--- config.mk ---
export PLATFORM = sky130hd
export DESIGN_NAME = mem_port_arbiter
export DESIGN_NICKNAME = d
export VERILOG_FILES = /design/src/rtl/mem_port_arbiter.sv
export SDC_FILE = /design/constraint.sdc
export NUM_CORES = 1
export LEC_CHECK = 0
export ABC_AREA = 1
export CAP_MARGIN = 20
export CELL_PAD_IN_SITES_DETAIL_PLACEMENT = 1
export CELL_PAD_IN_SITES_GLOBAL_PLACEMENT = 1
export CORE_MARGIN = 2
export CORE_UTILIZATION = 22
export CTS_BUF_LIST = sky130_fd_sc_hd__clkbuf_8
export DETAILED_ROUTE_END_ITERATION = 16
export GPL_TIMING_DRIVEN = 1
export PLACE_DENSITY_LB_ADDON = 0.1
export SYNTH_ARGS = -nofsm -noshare
export SYNTH_HDL_FRONTEND = slang
export SYNTH_SLANG_ARGS = --single-unit
export TNS_END_PERCENT = 100
--- constraint.sdc ---
create_clock -name clk -period 2.4 [get_ports clk]
set_clock_uncertainty 0.05 [all_clocks]
set_input_delay 0.24 -clock clk [delete_from_list [all_inputs] [get_ports clk]]
set_output_delay 0.24 -clock clk [all_outputs]
set_load 0.1 [all_outputs]
--- src/rtl/mem_port_arbiter.sv ---
// mem_port_arbiter: shares one synchronous memory port between the CPU memory stage and a DMA master.
// Define MEM_ARB_STATS_EN to build the stall/grant statistic counters.
module mem_port_arbiter #(
    parameter int DMA_MAX_WAIT = 4,
    parameter int DMA_BURST    = 4
) (
    input  logic        clk,
    input  logic        rst,
    input  logic [3:0]  cpu_mem_write_en,
    input  logic        cpu_mem_read_en,
    input  logic [31:0] cpu_mem_addr,
    input  logic [31:0] cpu_mem_write_data,
    output logic [31:0] cpu_mem_read_data,
    output logic        cpu_stall,
    input  logic        dma_req,
    input  logic [3:0]  dma_we,
    input  logic [31:0] dma_addr,
    input  logic [31:0] dma_wdata,
    output logic        dma_gnt,
    output logic        dma_rvalid,
    output logic [31:0] dma_rdata,
    output logic [3:0]  mem_write_en,
    output logic        mem_read_en,
    output logic [31:0] mem_addr,
    output logic [31:0] mem_write_data,
    input  logic [31:0] mem_read_data,
    output logic [31:0] stat_cpu_stall_cnt,
    output logic [31:0] stat_dma_grant_cnt
);
    typedef enum logic {CPU_PRI, DMA_PRI} state_t;
    state_t      state_q, state_d;
    logic [7:0]  wait_q, wait_d, burst_q, burst_d;
    logic        cpu_req, cpu_gnt;
    logic        rd_dma_q, rd_cpu_q, hold_v;
    logic [31:0] hold_q;
    // Grants are gated by rst so every control output drops the instant reset asserts.
    assign cpu_req   = cpu_mem_read_en | (|cpu_mem_write_en);
    assign dma_gnt   = rst & dma_req & ((state_q == DMA_PRI) | ~cpu_req);
    assign cpu_gnt   = rst & cpu_req & ~dma_gnt;
    assign cpu_stall = rst & cpu_req & ~cpu_gnt;
    assign mem_addr       = dma_gnt ? dma_addr : cpu_mem_addr;
    assign mem_write_data = dma_gnt ? dma_wdata : cpu_mem_write_data;
    assign mem_write_en   = dma_gnt ? dma_we : (cpu_gnt ? cpu_mem_write_en : 4'b0);
    assign mem_read_en    = dma_gnt ? ~(|dma_we) : (cpu_gnt & cpu_mem_read_en);
    assign dma_rvalid        = rst & rd_dma_q;
    assign dma_rdata         = mem_read_data;
    assign cpu_mem_read_data = hold_v ? hold_q : mem_read_data;
    always_comb begin
        state_d = state_q;
        wait_d  = 8'd0;
        burst_d = 8'd0;
        if (state_q == CPU_PRI) begin
            if (dma_req && !dma_gnt) begin
                if (int'(wait_q) + 1 >= DMA_MAX_WAIT) state_d = DMA_PRI;
                else wait_d = wait_q + 8'd1;
            end
        end else if (!dma_req || (dma_gnt && cpu_req && int'(burst_q) + 1 >= DMA_BURST)) begin
            state_d = CPU_PRI;
        end else begin
            burst_d = (dma_gnt && cpu_req) ? burst_q + 8'd1 : burst_q;
        end
    end
    always_ff @(posedge clk or negedge rst) begin
        if (!rst) begin
            state_q  <= CPU_PRI;
            wait_q   <= 8'd0;
            burst_q  <= 8'd0;
            rd_dma_q <= 1'b0;
            rd_cpu_q <= 1'b0;
            hold_v   <= 1'b0;
            hold_q   <= 32'd0;
        end else begin
            state_q  <= state_d;
            wait_q   <= wait_d;
            burst_q  <= burst_d;
            rd_dma_q <= dma_gnt & ~(|dma_we);
            rd_cpu_q <= cpu_gnt & cpu_mem_read_en;
            if (rd_cpu_q && cpu_stall) begin
                hold_q <= mem_read_data;
                hold_v <= 1'b1;
            end else if (!cpu_stall) begin
                hold_v <= 1'b0;
            end
        end
    end
`ifdef MEM_ARB_STATS_EN
    always_ff @(posedge clk or negedge rst) begin
        if (!rst) begin
            stat_cpu_stall_cnt <= 32'd0;
            stat_dma_grant_cnt <= 32'd0;
        end else begin
            if (cpu_stall && stat_cpu_stall_cnt != 32'hFFFF_FFFF) stat_cpu_stall_cnt <= stat_cpu_stall_cnt + 32'd1;
            if (dma_gnt && stat_dma_grant_cnt != 32'hFFFF_FFFF) stat_dma_grant_cnt <= stat_dma_grant_cnt + 32'd1;
        end
    end
`else
    assign stat_cpu_stall_cnt = 32'd0;
    assign stat_dma_grant_cnt = 32'd0;
`endif
endmodule

==> results by group <==
Setup path
  – Worst reg-to-reg setup slack: 0.83 ns
  – Setup Crit Path Kind: in2out
  – Worst-path fanout max: 51
  – Critical path cell sequence: dlygate4sd3_1 > buf_2 > nand2_1 > inv_1 > nand2_2 > buf_12 > nand2_1 > nand2_1 > buf_12
  – Reg2Reg Capture Point: burst_q[1]$_DFFE_PN0P_
  – CP endpoint kind: primary output
  – Worst path arrival time: 1.96 ns
  – Delay of the slowest critical-path stage: 0.53 ns
  – Setup crit start: rst
  – WP data required: 2.11 ns
  – Slowest cell on the critical path: dlygate4sd3_1
  – RR Startpoint: burst_q[0]$_DFFE_PN0P_
  – Most used cell, CP: nand2_1
  – Crit path to: mem_write_data[20]
  – Startpoint Class: input port
  – Reg2Reg Depth: 9

Drt
  – Post-detailed-route via-to-cell ratio: 3.87
  – DR iter-0 viols: 105
  – Drt total wl: 16,600 um
  – Routed Antenna Nets: 0
  – Routed via count: 4,603
  – Drt pass-1 iters: 4
  – Per-cell routed wire length: 13.9 um
  – Drt drc: 0

Cells and area
  – Non-Filler Instances: 1,190
  – Multi-input logic area: 2140 um2
  – Area growth from synthesis to layout: 92.7%
  – FF/Latch Area: 1300 um2
  – FILL cells: 2,314
  – Final core occ: 42.8%
  – Nets: 1,100
  – Antenna diodes: 0
  – Final instance area: 8250 um2
  – Layout cell share with drive strength beyond 1: 20.5%

Timing
  – Finish-stage setup viols: 0
  – Fmax: 444 MHz
  – Worst hold slack: 0.438 ns
  – Fin Setup TNS: 0 ns
  – Slew Limit Fails: 0
  – Fin crit share: 93.8%
  – Final hold vios: 0
  – Crit path time final: 2.25 ns
  – Setup WS post-layout: 0.148 ns
  – RSZ-0062 raised after global routing: false

Logic synthesis
  – Syn_area_per_cell: 6.56 um2
  – Synth Instances: 653
  – Syn. warnings: 0
  – Library cells used by synthesis: 26
  – Post-synth design cell area: 4280 um2
  – Flops & latches, synth: 52
  – Register area share after synthesis: 30.4%

Global routing
  – Initial antenna violation count: 1
  – Vias in the first global route: 4,660
  – GRT Total Usage: 15.3%
  – First-pass GRT wire length: 24,400 um
  – Grt ovf: 0
  – Largest net degree at the start of global routing: 63

Die
  – Starting density of the core: 22.2%
  – Die Ht: 144 um
  – Die W: 144 um
  – Core Region: 19,300 um2
  – I/O pins: 372
  – Die area: 20,600 um2
  – Row count: 51

Pwr
  – Pwr Density: 666 nW/um2
  – Static Leak: 4.04 nW
  – Internal power: 2.50 mW
  – Switching share of power: 54.6%
  – Sw Pwr: 3.00 mW
  – Max rail drop VDD: 0.000337 V
  – Tot Pwr: 5.50 mW
  – Clock network fraction of design power: 8.6%
  – Part of the power in registers: 22.3%
  – Combinational share of power: 69.1%

Placed design
  – DP Cell Count: 1,182
  – Port Buf Inserts: 307
  – Final GP Congestion: 0.772
  – Placed Area: 8170 um2
  – Post-DP HPWL: 14,300 um
  – Setup WS pre-CTS: 0.235 ns

Clock tree
  – Root Driver: clkbuf_8
  – Postcts setup bufs: 0
  – Clock-pin slew on the worst setup and hold paths: 0.09 ns
  – CTS Buffer Depth: 2
  – H-tree levels: 2
  – Clock Sinks: 52
  – Num CTS Buffers: 5
  – Clock latency on the worst-skew pair: 0.31 ns
  – CTS tree: yes

Flow run
  – Max Cap Violations: 0

Worst hold path
  – Hold Path Origin: hold_q[4]$_DFFE_PN0P_
  – Hold Path Class: reg2reg

Run status
  – Outcome: finished, final reports clean
-- layer usage --
metal  track usage, %  wire length (um)  up-vias
met3             5.80              1550       14
met5                0                13        -
li1                 -                 -     2364
met4             2.89               195        2
met1             18.3              6590     2039
met2             26.2              8240      184
-- worst max-delay path: cells and delay by family --
kind	cells	cell delay [ns]
buffers and inverters	5	1.18
and+or+nand+nor	4	0.50
-- synthesized netlist by cell type, drive strengths merged --
cell type  number  area [um2]
xnor2           1        8.76
nand4           6        43.8
nor3            2        10.0
o21ai          68         427
dfrtp          52        1300
inv            56         210
nand3b          1        7.51
o21bai          1        7.51
buf           110         860
ha              3        37.5
conb            1        3.75
nor2           23        93.8
o22ai           3        18.8
xor2            1        8.76
clkbuf         14        53.8
nand3          12        60.1
nand2         299        1130
-- cell usage in the layout, fill, tap and decap left out --
| master | instances |
|---|---|
| buf_12 | 109 |
| buf_2 | 1 |
| buf_4 | 39 |
| clkbuf_8 | 5 |
| clkdlybuf4s50_1 | 170 |
| clkinv_2 | 1 |
| conb_1 | 70 |
| dfrtp_1 | 51 |
| dfrtp_2 | 1 |
| dlygate4sd3_1 | 1 |
| ha_1 | 3 |
| inv_1 | 56 |
| inv_2 | 1 |
| nand2_1 | 295 |
| nand2_2 | 4 |
| nand3_1 | 12 |
| nand3b_1 | 1 |
| nand4_1 | 5 |
| nand4_2 | 1 |
| nor2_1 | 22 |
| nor2_4 | 1 |
| nor3_1 | 2 |
| o21ai_0 | 21 |
| o21ai_1 | 23 |
| o21ai_2 | 24 |
| o21bai_1 | 1 |
| o22ai_2 | 3 |
| xnor2_1 | 1 |
| xor2_1 | 1 |
-- layout make-up --
class	count	area share, %
clock buffers	5	0.834
inverters	56	2.55
well taps	265	4.02
clock inverters	2	0.106
repair buffers	320	50.8
flip-flops and latches	52	15.8
multi-input cells	490	25.9
-- how the worst min path moves through the flow --
| stage | cells past startpoint | to |
|---|---|---|
| finish | 2 | hold_q[4]$_DFFE_PN0P_ |
| CTS | 3 | state_q$_DFF_PN0_ |
| detailed placement | 2 | burst_q[0]$_DFFE_PN0P_ |
| global placement | 2 | burst_q[0]$_DFFE_PN0P_ |
| floorplan | 0 | burst_q[0]$_DFFE_PN0P_ |
| global route | 3 | burst_q[0]$_DFFE_PN0P_ |
-- power by group through the flow --
stage / clock network [mW] / registers, mW / logic [mW]
5_1_grt: 0.555 / 1.26 / 3.96
6_report: 0.473 / 1.22 / 3.80
3_3_place_gp: 0 / 1.23 / 3.82
3_5_place_dp: 0 / 1.24 / 3.83
4_1_cts: 0.523 / 1.22 / 3.84
2_1_floorplan: 0 / 1.22 / 2.66
-- repair_timing --
item                                    4_1_cts  5_1_grt
endpoints found under the setup margin        0        0
hold buffers                                  1        0
hold endpoints to repair                     15        0
resized for setup                             0        0
-- logic make-up (layout without fill, tap and decap cells) --
family | count (synthesis) | in the layout | share of synthesized area, %
simple gates | 343 | 343 | 31.5
buf+inv | 180 | 383 | 26.2
compound gates | 72 | 72 | 10.6
flops | 52 | 52 | 30.4
fa+ha+maj | 3 | 3 | 0.876
xor+xnor | 2 | 2 | 0.409
other cells | 1 | 70 | 0.0875
-- registers in the layout, indices dropped and copies added, names as in the netlist --
register	count
burst_q	8
state_q	1
wait_q	8
rd_cpu_q	1
hold_v	1
rd_dma_q	1
hold_q	32
No activity file was read; power rests on OpenSTA's default activity.
